[src/rtl/lsu_mem_port_if.sv]
`default_nettype none
// ============================================================================
//  Module   : lsu_mem_port_if
//  Brief    : Load/store request, data-memory beat and completion signals
//             shared by the pipeline, lsu_mem_port and the data memory.
//  Revision : 1.0 - initial release
// ============================================================================
interface lsu_mem_port_if;
  // EX/MEM-stage request
  logic        MemRead;
  logic        MemWrite;
  logic [3:0]  BE;
  logic [2:0]  funct3;
  logic [31:0] addr;
  logic [31:0] wdata;
  // Data-memory beat channel
  logic        mem_req;
  logic        mem_we;
  logic [31:0] mem_addr;
  logic [3:0]  mem_be;
  logic [31:0] mem_wdata;
  logic        mem_ready;
  logic [31:0] mem_rdata;
  // Completion back to the pipeline
  logic        stall;
  logic        done;
  logic [31:0] rdata;
  logic        bus_err;
  logic        misalign_err;

  // Responder side (lsu_mem_port)
  modport slave (
    input  MemRead, MemWrite, BE, funct3, addr, wdata,
    output mem_req, mem_we, mem_addr, mem_be, mem_wdata,
    input  mem_ready, mem_rdata,
    output stall, done, rdata, bus_err, misalign_err
  );

  // Requester / memory side
  modport master (
    output MemRead, MemWrite, BE, funct3, addr, wdata,
    input  mem_req, mem_we, mem_addr, mem_be, mem_wdata,
    output mem_ready, mem_rdata,
    input  stall, done, rdata, bus_err, misalign_err
  );
endinterface
`default_nettype wire

[src/rtl/lsu_mem_port.sv]
`default_nettype none
// ============================================================================
//  Module   : lsu_mem_port
//  Brief    : Turns one EX/MEM load/store into one or two word-aligned
//             data-memory beats, lane-aligns store data, extends load data
//             and stalls the pipeline until the access completes.
//  Options  : LSU_MISALIGN_SPLIT_EN - when defined, accesses that cross a
//             word boundary are issued as two beats; when undefined they are
//             rejected with a misalign_err pulse and no beat.
//  Revision : 1.0 - initial release
// ============================================================================
module lsu_mem_port #(
  parameter int MAX_WAIT = 15
) (
  input  logic           CLK,
  input  logic           RST,
  lsu_mem_port_if.slave  bus
);

  localparam int c_wait_w = (MAX_WAIT < 1) ? 1 : $clog2(MAX_WAIT + 1);
  localparam logic [c_wait_w-1:0] c_wait_max = c_wait_w'(MAX_WAIT);

  typedef enum logic [1:0] {
    IDLE = 2'd0,
    ACC0 = 2'd1,
    ACC1 = 2'd2,
    DONE = 2'd3
  } state_t;

  state_t r_state, n_state;

  // Access context captured at start
  logic                r_is_load, n_is_load;
  logic [3:0]          r_be,      n_be;
  logic                r_zext,    n_zext;
  logic [1:0]          r_off,     n_off;
  logic [c_wait_w-1:0] r_wait,    n_wait;

  // Registered beat and completion outputs
  logic        r_mem_req,   n_mem_req;
  logic        r_mem_we,    n_mem_we;
  logic [31:0] r_mem_addr,  n_mem_addr;
  logic [3:0]  r_mem_be,    n_mem_be;
  logic [31:0] r_mem_wdata, n_mem_wdata;
  logic        r_done,      n_done;
  logic [31:0] r_rdata,     n_rdata;
  logic        r_bus_err,   n_bus_err;
  logic        r_misalign,  n_misalign;

  // Request decode
  logic        w_start;
  logic [1:0]  w_off;
  logic [7:0]  w_lanes;
  logic        w_split;
  logic        w_unused;

`ifdef LSU_MISALIGN_SPLIT_EN
  // Second-beat context: upper lanes, upper write data, first-beat read data
  logic [3:0]  r_be_hi,    n_be_hi;
  logic [31:0] r_wdata_hi, n_wdata_hi;
  logic [31:0] r_lo,       n_lo;
  logic [63:0] w_shifted;
`else
  logic [31:0] w_shifted;
`endif

  // Select the accessed bytes out of the (up to) two fetched words and extend
  function automatic logic [31:0] f_extend(
    input logic [63:0] pair,
    input logic [1:0]  off,
    input logic [3:0]  be,
    input logic        zext
  );
    logic [31:0] sh;
    logic [31:0] mask;
    logic [31:0] v;
    logic [31:0] res;
    sh   = 32'(pair >> {off, 3'b000});
    mask = {{8{be[3]}}, {8{be[2]}}, {8{be[1]}}, {8{be[0]}}};
    v    = sh & mask;
    case (be)
      4'b0001: res = {{24{v[7]  & ~zext}}, v[7:0]};
      4'b0011: res = {{16{v[15] & ~zext}}, v[15:0]};
      default: res = v;
    endcase
    return res;
  endfunction

  // Request decode: byte offset, lane map and word-crossing detection
  always_comb begin
    w_start = (bus.MemRead | bus.MemWrite) & (r_state == IDLE);
    w_off   = bus.addr[1:0];
    w_lanes = {4'b0000, bus.BE} << w_off;
    w_split = |w_lanes[7:4];
`ifdef LSU_MISALIGN_SPLIT_EN
    w_shifted = {32'h0, bus.wdata} << {w_off, 3'b000};
`else
    w_shifted = bus.wdata << {w_off, 3'b000};
`endif
  end

  // funct3[1:0] carries the size, which BE already encodes
  assign w_unused = ^bus.funct3[1:0];

  // Next-state and next-output logic
  always_comb begin
    n_state     = r_state;
    n_is_load   = r_is_load;
    n_be        = r_be;
    n_zext      = r_zext;
    n_off       = r_off;
    n_wait      = r_wait;
    n_mem_req   = 1'b0;
    n_mem_we    = r_mem_we;
    n_mem_addr  = r_mem_addr;
    n_mem_be    = r_mem_be;
    n_mem_wdata = r_mem_wdata;
    n_done      = 1'b0;
    n_rdata     = 32'h0;
    n_bus_err   = 1'b0;
    n_misalign  = 1'b0;
`ifdef LSU_MISALIGN_SPLIT_EN
    n_be_hi     = r_be_hi;
    n_wdata_hi  = r_wdata_hi;
    n_lo        = r_lo;
`endif

    case (r_state)
      IDLE: begin
        if (w_start) begin
          n_is_load = bus.MemRead;
          n_be      = bus.BE;
          n_zext    = bus.funct3[2];
          n_off     = w_off;
          n_wait    = '0;
`ifdef LSU_MISALIGN_SPLIT_EN
          n_be_hi     = w_lanes[7:4];
          n_wdata_hi  = w_shifted[63:32];
          n_state     = ACC0;
          n_mem_req   = 1'b1;
          n_mem_we    = bus.MemWrite;
          n_mem_addr  = {bus.addr[31:2], 2'b00};
          n_mem_be    = w_lanes[3:0];
          n_mem_wdata = w_shifted[31:0];
`else
          if (w_split) begin
            // Word-crossing access without split support: reject, no beat
            n_state    = DONE;
            n_done     = 1'b1;
            n_misalign = 1'b1;
          end else begin
            n_state     = ACC0;
            n_mem_req   = 1'b1;
            n_mem_we    = bus.MemWrite;
            n_mem_addr  = {bus.addr[31:2], 2'b00};
            n_mem_be    = w_lanes[3:0];
            n_mem_wdata = w_shifted[31:0];
          end
`endif
        end
      end

      ACC0: begin
        if (bus.mem_ready) begin
          n_wait = '0;
`ifdef LSU_MISALIGN_SPLIT_EN
          if (r_be_hi != 4'b0000) begin
            n_lo        = bus.mem_rdata;
            n_state     = ACC1;
            n_mem_req   = 1'b1;
            n_mem_addr  = r_mem_addr + 32'd4;
            n_mem_be    = r_be_hi;
            n_mem_wdata = r_wdata_hi;
          end else begin
            n_state = DONE;
            n_done  = 1'b1;
            n_rdata = r_is_load ? f_extend({32'h0, bus.mem_rdata}, r_off, r_be, r_zext) : 32'h0;
          end
`else
          n_state = DONE;
          n_done  = 1'b1;
          n_rdata = r_is_load ? f_extend({32'h0, bus.mem_rdata}, r_off, r_be, r_zext) : 32'h0;
`endif
        end else if (r_wait == c_wait_max) begin
          // Memory never answered: abandon the beat
          n_state   = DONE;
          n_done    = 1'b1;
          n_bus_err = 1'b1;
          n_wait    = '0;
        end else begin
          n_wait    = r_wait + 1'b1;
          n_mem_req = 1'b1;
        end
      end

`ifdef LSU_MISALIGN_SPLIT_EN
      ACC1: begin
        if (bus.mem_ready) begin
          n_wait  = '0;
          n_state = DONE;
          n_done  = 1'b1;
          n_rdata = r_is_load ? f_extend({bus.mem_rdata, r_lo}, r_off, r_be, r_zext) : 32'h0;
        end else if (r_wait == c_wait_max) begin
          n_state   = DONE;
          n_done    = 1'b1;
          n_bus_err = 1'b1;
          n_wait    = '0;
        end else begin
          n_wait    = r_wait + 1'b1;
          n_mem_req = 1'b1;
        end
      end
`endif

      DONE: begin
        // Upstream advances on done; a request seen now is not accepted
        n_state = IDLE;
      end

      default: begin
        n_state = IDLE;
      end
    endcase
  end

  // State, context and output registers
  always_ff @(posedge CLK or posedge RST) begin
    if (RST) begin
      r_state     <= IDLE;
      r_is_load   <= 1'b0;
      r_be        <= 4'h0;
      r_zext      <= 1'b0;
      r_off       <= 2'b00;
      r_wait      <= '0;
      r_mem_req   <= 1'b0;
      r_mem_we    <= 1'b0;
      r_mem_addr  <= 32'h0;
      r_mem_be    <= 4'h0;
      r_mem_wdata <= 32'h0;
      r_done      <= 1'b0;
      r_rdata     <= 32'h0;
      r_bus_err   <= 1'b0;
      r_misalign  <= 1'b0;
`ifdef LSU_MISALIGN_SPLIT_EN
      r_be_hi     <= 4'h0;
      r_wdata_hi  <= 32'h0;
      r_lo        <= 32'h0;
`endif
    end else begin
      r_state     <= n_state;
      r_is_load   <= n_is_load;
      r_be        <= n_be;
      r_zext      <= n_zext;
      r_off       <= n_off;
      r_wait      <= n_wait;
      r_mem_req   <= n_mem_req;
      r_mem_we    <= n_mem_we;
      r_mem_addr  <= n_mem_addr;
      r_mem_be    <= n_mem_be;
      r_mem_wdata <= n_mem_wdata;
      r_done      <= n_done;
      r_rdata     <= n_rdata;
      r_bus_err   <= n_bus_err;
      r_misalign  <= n_misalign;
`ifdef LSU_MISALIGN_SPLIT_EN
      r_be_hi     <= n_be_hi;
      r_wdata_hi  <= n_wdata_hi;
      r_lo        <= n_lo;
`endif
    end
  end

  assign bus.mem_req      = r_mem_req;
  assign bus.mem_we       = r_mem_we;
  assign bus.mem_addr     = r_mem_addr;
  assign bus.mem_be       = r_mem_be;
  assign bus.mem_wdata    = r_mem_wdata;
  assign bus.done         = r_done;
  assign bus.rdata        = r_rdata;
  assign bus.bus_err      = r_bus_err;
  assign bus.misalign_err = r_misalign;
  // Combinational so the pipeline freezes in the same cycle the request shows
  assign bus.stall        = w_start | (r_state == ACC0) | (r_state == ACC1);

endmodule
`default_nettype wire

[src/flat_wrapper.sv]
// flat-port wrapper written by rule: the top's interface ports become plain ports
module lsu_mem_port_flat 
#(
  parameter int MAX_WAIT = 15
)
  (CLK, RST, bus_MemRead, bus_MemWrite, bus_BE, bus_funct3, bus_addr, bus_wdata, bus_mem_req, bus_mem_we, bus_mem_addr, bus_mem_be, bus_mem_wdata, bus_mem_ready, bus_mem_rdata, bus_stall, bus_done, bus_rdata, bus_bus_err, bus_misalign_err);
  lsu_mem_port_if bus_i ();
  input  logic CLK;
  input  logic RST;
  input wire logic [$bits(bus_i.MemRead)-1:0] bus_MemRead;
  input wire logic [$bits(bus_i.MemWrite)-1:0] bus_MemWrite;
  input wire logic [$bits(bus_i.BE)-1:0] bus_BE;
  input wire logic [$bits(bus_i.funct3)-1:0] bus_funct3;
  input wire logic [$bits(bus_i.addr)-1:0] bus_addr;
  input wire logic [$bits(bus_i.wdata)-1:0] bus_wdata;
  output wire logic [$bits(bus_i.mem_req)-1:0] bus_mem_req;
  output wire logic [$bits(bus_i.mem_we)-1:0] bus_mem_we;
  output wire logic [$bits(bus_i.mem_addr)-1:0] bus_mem_addr;
  output wire logic [$bits(bus_i.mem_be)-1:0] bus_mem_be;
  output wire logic [$bits(bus_i.mem_wdata)-1:0] bus_mem_wdata;
  input wire logic [$bits(bus_i.mem_ready)-1:0] bus_mem_ready;
  input wire logic [$bits(bus_i.mem_rdata)-1:0] bus_mem_rdata;
  output wire logic [$bits(bus_i.stall)-1:0] bus_stall;
  output wire logic [$bits(bus_i.done)-1:0] bus_done;
  output wire logic [$bits(bus_i.rdata)-1:0] bus_rdata;
  output wire logic [$bits(bus_i.bus_err)-1:0] bus_bus_err;
  output wire logic [$bits(bus_i.misalign_err)-1:0] bus_misalign_err;
  assign bus_i.MemRead = bus_MemRead;
  assign bus_i.MemWrite = bus_MemWrite;
  assign bus_i.BE = bus_BE;
  assign bus_i.funct3 = bus_funct3;
  assign bus_i.addr = bus_addr;
  assign bus_i.wdata = bus_wdata;
  assign bus_mem_req = bus_i.mem_req;
  assign bus_mem_we = bus_i.mem_we;
  assign bus_mem_addr = bus_i.mem_addr;
  assign bus_mem_be = bus_i.mem_be;
  assign bus_mem_wdata = bus_i.mem_wdata;
  assign bus_i.mem_ready = bus_mem_ready;
  assign bus_i.mem_rdata = bus_mem_rdata;
  assign bus_stall = bus_i.stall;
  assign bus_done = bus_i.done;
  assign bus_rdata = bus_i.rdata;
  assign bus_bus_err = bus_i.bus_err;
  assign bus_misalign_err = bus_i.misalign_err;
  lsu_mem_port #(.MAX_WAIT(MAX_WAIT)) u_core (.CLK(CLK), .RST(RST), .bus(bus_i));
endmodule
[config.mk]
export PLATFORM = sky130hd
export DESIGN_NAME = lsu_mem_port_flat
export DESIGN_NICKNAME = d
export VERILOG_FILES = /design/src/rtl/lsu_mem_port_if.sv /design/src/rtl/lsu_mem_port.sv /design/src/flat_wrapper.sv
export SDC_FILE = /design/constraint.sdc
export NUM_CORES = 1
export LEC_CHECK = 0
export CAP_MARGIN = 20
export CORE_ASPECT_RATIO = 0.7
export CORE_MARGIN = 5
export CORE_UTILIZATION = 43
export DETAILED_ROUTE_END_ITERATION = 10
export GPL_ROUTABILITY_DRIVEN = 0
export HOLD_SLACK_MARGIN = 0.15
export PLACE_DENSITY = 0.8
export SLEW_MARGIN = 30
export SYNTH_ARGS = -nofsm -noshare
export SYNTH_HDL_FRONTEND = slang
export SYNTH_SLANG_ARGS = --single-unit
export TNS_END_PERCENT = 5
[constraint.sdc]
create_clock -name CLK -period 4.4 [get_ports CLK]
set_input_delay 0.88 -clock CLK [delete_from_list [all_inputs] [get_ports CLK]]
set_output_delay 0.88 -clock CLK [all_outputs]
set_load 0.005 [all_outputs]
* Word level (Yosys, flattened, before mapping)
Index checks and enable logic that the tools add are counted.
** Storage, ports and cells
- Register bits after elaboration :: 117
- Input port bits :: 108
- Output and inout port bits :: 106
- Logic and storage cells :: 68
** Operators by class
- $add $sub $neg :: 1
- Eq/ne operators :: 7
- Shift operators :: 3
- Mux-type cells :: 26
- Bitwise gates (word level) :: 9
- Reductions and logical operators :: 7
** Operators by type and width (count)
- 32-bit two-way mux :: 3
- 32-bit case mux with 2 select lines :: 1
- 32-bit AND :: 1
- 32-bit by 5-bit << shifter with 32-bit output :: 1
- 32-bit by 5-bit >> shifter with 32-bit output :: 1
- 4-bit two-way mux :: 3
- 1-bit two-way mux :: 11
- 2-bit two-way mux :: 4
- 4-bit case mux with 2 select lines :: 1
- 4-bit by 2-bit << shifter with 8-bit output :: 1
- 2-bit AND reduction :: 3
- 4-bit by 1-bit adder with 4-bit output, second input constant :: 1
- 4-bit by 1-bit == test with 1-bit output, second input constant :: 1
- 4-bit by 2-bit == test with 1-bit output, second input constant :: 1
- 4-bit == test, second input constant :: 1
- 1-bit case mux with 2 select lines :: 2
- 2-bit case mux with 2 select lines :: 1
- 4-bit OR reduction :: 1
- 1-bit AND :: 3
- 3-bit by 2-bit != test with 1-bit output, second input constant :: 1
- 1-bit OR :: 3
- 3-bit AND reduction :: 1
- 2-bit by 1-bit == test with 1-bit output, second input constant :: 1
- 2-bit == test, second input constant :: 1
- 4 further kinds :: 5

* Depth between registers and ports, before layout
Gate-level depths: netlist (run 1).
- Word-level depth :: 7
- Gate-level depth with buffers :: 6
- Mapped depth without buffers :: 5

* Worst setup path before layout (run 1)
OpenSTA, ideal clock, no wires.
- Kind :: input port to output port
- Start :: input port bus_MemWrite
- End :: output port bus_stall
- Data arrival time :: 1367 ps
- Data required time :: 3520 ps
- Path slack :: 2153 ps
- Stages on the path :: 3
- Path buffers :: 0
- Path through :: or2_2 > nor3_1 > a21oi_1
** Between the ends
- Word-level cells in the longest chain between the ends :: 4
** Ends and longest elaborated chain
- start: declaration :: line flat_wrapper.sv:11 : input wire logic [$bits(bus_i.MemWrite)-1:0] bus_MemWrite;
- 1-bit OR :: line lsu_mem_port.sv:91 : w_start = (bus.MemRead | bus.MemWrite) & (r_state == IDLE);
- 1-bit AND :: line lsu_mem_port.sv:91
- 1-bit OR (2 in a row) :: line lsu_mem_port.sv:283 : assign bus.stall = w_start | (r_state == ACC0) | (r_state == ACC1);
- end: declaration :: line flat_wrapper.sv:23 : output wire logic [$bits(bus_i.stall)-1:0] bus_stall;
Every way passes these cells.

* Final worst setup path (run 1)
Same ends and word-level chain as after synthesis.

==> run metrics, run 1 <==
register area share after synthesis 0.561; setup_tns 0 ps; Max Slew Vio Count 0; antenna viol nets, final 0; worst clock skew 9.28 ps; worst path arrival time 2400 ps; EDFF count, synth 0; Pwr Total 5.03 mW; gr ovfl total 0; setup bufs post-CTS 0; hold path cells 2; antenna violations before repair 0; initial DRC count 174; Syn Inst Count 450; Final #Nets 767; Pre-antenna DRT Iters 4; Placed Cells 796; routed wire length 15500 um; synthesized area 5220 um^2; min Tclk post-route 3280 ps; row cnt 33; GRT Overall Usage 0.218; clk slew on worst S/H paths 50 ps; Hold WC Path Type register to register; Worst path slowest cell clkdlybuf4s50_1; most frequent cells in the layout clkdlybuf4s50_1 (209), dfrtp_1 (116), mux2_2 (47); n_diodes 0; delay-heaviest family, CP buffers and inverters; Primary FF master, synth dfrtp_1; Hold Buf Count CTS 0; Crit. path cell count 5; clk root buf clkbuf_16; CP Buf/Inv Count 2; setup violators final 0; Peak Freq 0.305 GHz; CTS tree built; Fin. Hold Viols 0; commonest non-fill, non-tap cell in the layout clkdlybuf4s50_1; Port-buffer cells 209; CP Max Fanout 4; Worst Path Required 3520 ps; Crit Path Class primary input to output pin; period utilisation layout 0.746; CP dominant cell by count clkdlybuf4s50_1; largest stage delay on the critical path 480 ps; first-pass GRT wire length 24300 um; CTS sink count 117; H-tree Lvls 4; Die H 102 um; CP endpoint kind output pin; DRC errors left 0; #FFs+latches synth 117; Max Cap Viol 0; WL/cell 18.7 um; Leak 3.52 nW; largest net degree at the start of global routing 70; placement-stage cell area 7450 um^2; num ports 214; Clock Latency Late Sink 400 ps; crit-path cells clkdlybuf4s50_1 -> or2_2 -> nor3_1 -> a21oi_1 -> clkdlybuf4s50_1; RSZ-0062 raised after global routing no; R2R cell count 4; fin cells 828; FILL cells 863; final worst slack 1120 ps; Core Box Area 11800 um^2; area added between synthesis and finish 54.8%; Slew @ Worst Pin 906 ps; final instance area 8090 um^2; critical path startpoint category primary input; Post-synth ARST share 1.00; yosys warns 0; HPWL Detailed 11700 um; die span in x 142 um; syn_area_per_cell 11.6 um^2; die area 14500 um^2; Netlist cell types 39; Worst slew margin 0.394; CTS buffer count 17; status finished, final reports clean; Post-Place Worst Slack 1120 ps; DR vias/cell 5.14; power density cells 622 nW/um^2; Initial Utilization 0.442; via count 4260; proportion of layout cells with a drive suffix above 1 0.143; worst IR drop on VDD 0.495 mV; clk buf depth 2; Post-CTS Resized 0; vias in the first global route 4480
## synth_stat cells (all sizes together) (7+ instances only)
| cell | instances | area share |
|---|---|---|
| mux2 | 47 | 0.10 |
| o21ai | 38 | 0.037 |
| clkbuf | 8 | 0.0058 |
| nor2 | 23 | 0.017 |
| mux2i | 33 | 0.063 |
| nor2b | 21 | 0.027 |
| a21oi | 28 | 0.027 |
| a22o | 11 | 0.018 |
| a211oi | 23 | 0.033 |
| dfrtp | 117 | 0.56 |
| and2 | 7 | 0.0084 |
| nand2 | 45 | 0.032 |
| buf | 19 | 0.022 |
## worst register-to-register path, stage by stage, from the launching register on
cell and delay [ps]:
dfrtp_2 730, mux4_2 630, nor2b_4 170, o211ai_4 410, o21ai_0 180
## path summary, 6_finish.rpt
check / start / endpoint / slack, ps
worst max register to register: u_core.r_off[1]$_DFFE_PP0P_ / u_core.bus.rdata[18]$_DFF_PP0_ / 2140
min in group asynchronous: RST / u_core.bus.mem_wdata[2]$_DFFE_PP0P_ / 940
worst min-delay path: u_core.bus.mem_wdata[18]$_DFFE_PP0P_ / u_core.bus.mem_wdata[18]$_DFFE_PP0P_ / 490
worst max-delay path: bus_MemWrite / bus_stall / 1120
max in group asynchronous: RST / u_core.bus.rdata[29]$_DFF_PP0_ / 2650
worst min register to register: u_core.bus.mem_wdata[18]$_DFFE_PP0P_ / u_core.bus.mem_wdata[18]$_DFFE_PP0P_ / 490
## logic make-up (layout without fill, tap and decap cells)
| family | Yosys count | in the layout | synth area share |
|---|---|---|---|
| buffers and inverters | 30 | 250 | 0.0302 |
| muxes | 81 | 81 | 0.169 |
| AOI/OAI and AO/OA | 105 | 105 | 0.126 |
| DFF | 117 | 117 | 0.561 |
| other | 1 | 2 | 0.000718 |
| adders and majority gates | 1 | 1 | 0.00240 |
| and+or+nand+nor | 114 | 114 | 0.109 |
| xor gates and xnor gates | 1 | 1 | 0.00168 |
## layer usage
layer,vias to the layer above,wire length (um),track usage
li1,2017,-,-
met1,2087,6500,0.281
met2,138,7520,0.345
met3,18,1200,0.0767
met4,0,275,0.0767
met5,-,0,0
## report_power, final
part | internal (mW) | total, mW | switching (mW)
Combinational | 1.10 | 1.79 | 0.688
Clock | 1.00 | 1.47 | 0.466
Sequential | 1.48 | 1.76 | 0.283
Total | 3.59 | 5.03 | 1.44
## flip-flops by register name, indices dropped and copies added, names as in the netlist
name	count
u_core.bus.mem_wdata	32
u_core.bus.rdata	32
u_core.bus.mem_addr	30
u_core.bus.mem_be	4
u_core.r_be	4
u_core.r_wait	4
u_core.r_off	2
u_core.r_state	2
u_core.bus.bus_err	1
u_core.bus.done	1
u_core.bus.mem_req	1
u_core.bus.mem_we	1
u_core.bus.misalign_err	1
u_core.r_is_load	1
u_core.r_zext	1
## layout make-up
type	count	area, um^2	share of cell area
sequential	117	2930	0.362
multi-input combinational	304	2160	0.267
timing repair buffer	215	2150	0.266
clock inverter	9	148	0.0183
clock buffer	23	488	0.0604
inverter	3	16.3	0.00201
tap	157	196	0.0243
## stage by stage
stage | hold WS [ps] | utilization
after floorplan | 472 | -
after global placement | 467 | 0.631
after detailed placement | 475 | 0.631
after CTS | 487 | 0.684
after global routing | 518 | 0.685
final | 487 | 0.685
(Power assumes the default switching activity.)
==> run 2, diff against run 1 <==
==> constraint.sdc (replaced) <==
create_clock -name CLK -period 3.2 [get_ports CLK]
set_input_delay 0.64 -clock CLK [delete_from_list [all_inputs] [get_ports CLK]]
set_output_delay 0.64 -clock CLK [all_outputs]
set_load 0.005 [all_outputs]
==> run 2 against run 1 <==
Register-to-register slack worse by 1300 ps. Cell count rose by 0.36%. Global-route usage decreased by 0.24 points. Sequential share of layout area grew 0.14 points. Combinational power grew 38%. Flip-flop and latch count unchanged. Power is 34% higher. Highest routed layer unchanged. Die area unchanged.
==> run metrics, run 2 (synthesized netlist as in run 1, its figures left out) <==
status finished, final reports clean; HPWL Detailed 11200 um (-3.9%); Worst slew margin 0.357 (-0.0368); Core Box Area 11800 um^2 (unchanged); antenna violations before repair 0 (unchanged); Peak Freq 0.355 GHz; final worst slack 384 ps (-735 ps); worst path arrival time 2180 ps (-220 ps); Crit Path Class primary input to output pin; final instance area 8050 um^2 (-0.43%); CTS buffer count 17 (unchanged); reg2reg start u_core.r_off[1]$_DFFE_PP0P_; fin util 0.682 (-0.00297); routed wire length 15300 um (-1.1%); setup bufs post-CTS 0 (unchanged); Reg2Reg Setup Slack 870 ps (-1270 ps); timing endpoint of the critical path bus_stall; Hold Buf Count CTS 0 (unchanged); clk slew on worst S/H paths 50 ps (about the same); CP endpoint kind output pin; worst IR drop on VDD 0.600 mV (+21%); fin cells 831 (+0.36%); CP Max Fanout 4 (unchanged); Leak 3.51 nW (-0.32%); commonest non-fill, non-tap cell in the layout clkdlybuf4s50_1; vias in the first global route 4477 (-0.067%); Max Cap Viol 0 (unchanged); Port-buffer cells 209 (unchanged); setup_tns 0 ps (unchanged); antenna viol nets, final 0 (unchanged); via count 4300 (+0.94%); CTS tree built; Hold WC Path Type register to register; Max Slew Vio Count 0 (unchanged); n_diodes 0 (unchanged); Slew @ Worst Pin 960 ps (+54.0 ps); WHS 478 ps (-9.88 ps); Worst Path Required 2560 ps (-960 ps); Post-CTS Resized 0 (unchanged); clk root buf clkbuf_16; clk buf depth 2 (unchanged); min Tclk post-route 2820 ps; Pwr Total 6.72 mW (+34%); Placed Cells 799 (+0.38%); critical path startpoint category primary input; first-pass GRT wire length 24000 um (-1.4%); proportion of layout cells with a drive suffix above 1 0.145 (+0.00233); setup violators final 0 (unchanged); Pre-antenna DRT Iters 5 (+1); Die H 102 um (unchanged); DR vias/cell 5.17 (+0.57%); period utilisation layout 0.880; worst clock skew 9.87 ps (+0.595 ps); largest net degree at the start of global routing 118 (+69%); Initial Utilization 0.442 (unchanged); H-tree Lvls 4 (unchanged); num ports 214 (unchanged); row cnt 33 (unchanged); Final #Nets 770 (+0.39%); power density cells 834 nW/um^2 (+34%); Clock Latency Late Sink 400 ps (about the same); reg2reg end u_core.bus.rdata[17]$_DFF_PP0_; area added between synthesis and finish 54.1%; R2R cell count 4 (unchanged); GRT Overall Usage 0.215 (-0.00238); Fin. Hold Viols 0 (unchanged); gr ovfl total 0 (unchanged); Post-Place Worst Slack 384 ps (-739 ps); die span in x 142 um (unchanged); Critical path origin bus_MemWrite; RSZ-0062 raised after global routing no; die area 14500 um^2 (unchanged); DRC errors left 0 (unchanged); most frequent cells in the layout clkdlybuf4s50_1 (209), dfrtp_1 (117), mux2_2 (47); placement-stage cell area 7480 um^2 (+0.49%); CTS sink count 117 (unchanged); initial DRC count 169 (-2.9%); WL/cell 18.4 um (-1.5%)
-- run 2: cell type report --
type,instances,area [um^2]
Timing Repair Buffer,218,2180
Tap cell,157,196
Fill cell,886,3760
Inverter,3,15.0
Clock inverter,11,108
Sequential cell,117,2930
Clock buffer,21,460
Multi-Input combinational cell,304,2160
-- run 2: power by group --
group | total [mW] | leakage (nW) | switching, mW | internal [mW]
clock network | 1.81 | 0.286 | 0.639 | 1.17
registers | 2.43 | 1.49 | 0.399 | 2.03
logic | 2.47 | 1.73 | 0.939 | 1.53
-- run 2: worst max-delay path, stage by stage --
cell	delay, ps
clkdlybuf4s50_1	480
or2_2	370
nor3_1	170
a21oi_1	70
clkdlybuf4s50_1	450
-- run 2: worst min-delay path by stage --
| stage | from | to | cells past startpoint |
|---|---|---|---|
| floorplan | u_core.r_wait[2]$_DFFE_PP0P_ | u_core.r_wait[2]$_DFFE_PP0P_ | 1 |
| global placement | u_core.bus.mem_wdata[18]$_DFFE_PP0P_ | u_core.bus.mem_wdata[18]$_DFFE_PP0P_ | 2 |
| detailed placement | u_core.bus.mem_wdata[12]$_DFFE_PP0P_ | u_core.bus.mem_wdata[12]$_DFFE_PP0P_ | 2 |
| CTS | u_core.bus.mem_wdata[12]$_DFFE_PP0P_ | u_core.bus.mem_wdata[12]$_DFFE_PP0P_ | 2 |
| global route | u_core.bus.mem_addr[30]$_DFFE_PP0P_ | u_core.bus.mem_addr[30]$_DFFE_PP0P_ | 1 |
| finish | u_core.bus.mem_wdata[12]$_DFFE_PP0P_ | u_core.bus.mem_wdata[12]$_DFFE_PP0P_ | 2 |
-- run 2: routing by layer --
metal	global-route usage	vias to the layer above	wire, um	share of wire
met5	0	-	0	0
met4	0.0693	0	198	0.013
met3	0.0753	19	1330	0.087
met2	0.343	183	7280	0.48
met1	0.280	2078	6520	0.43
li1	-	2020	-	-
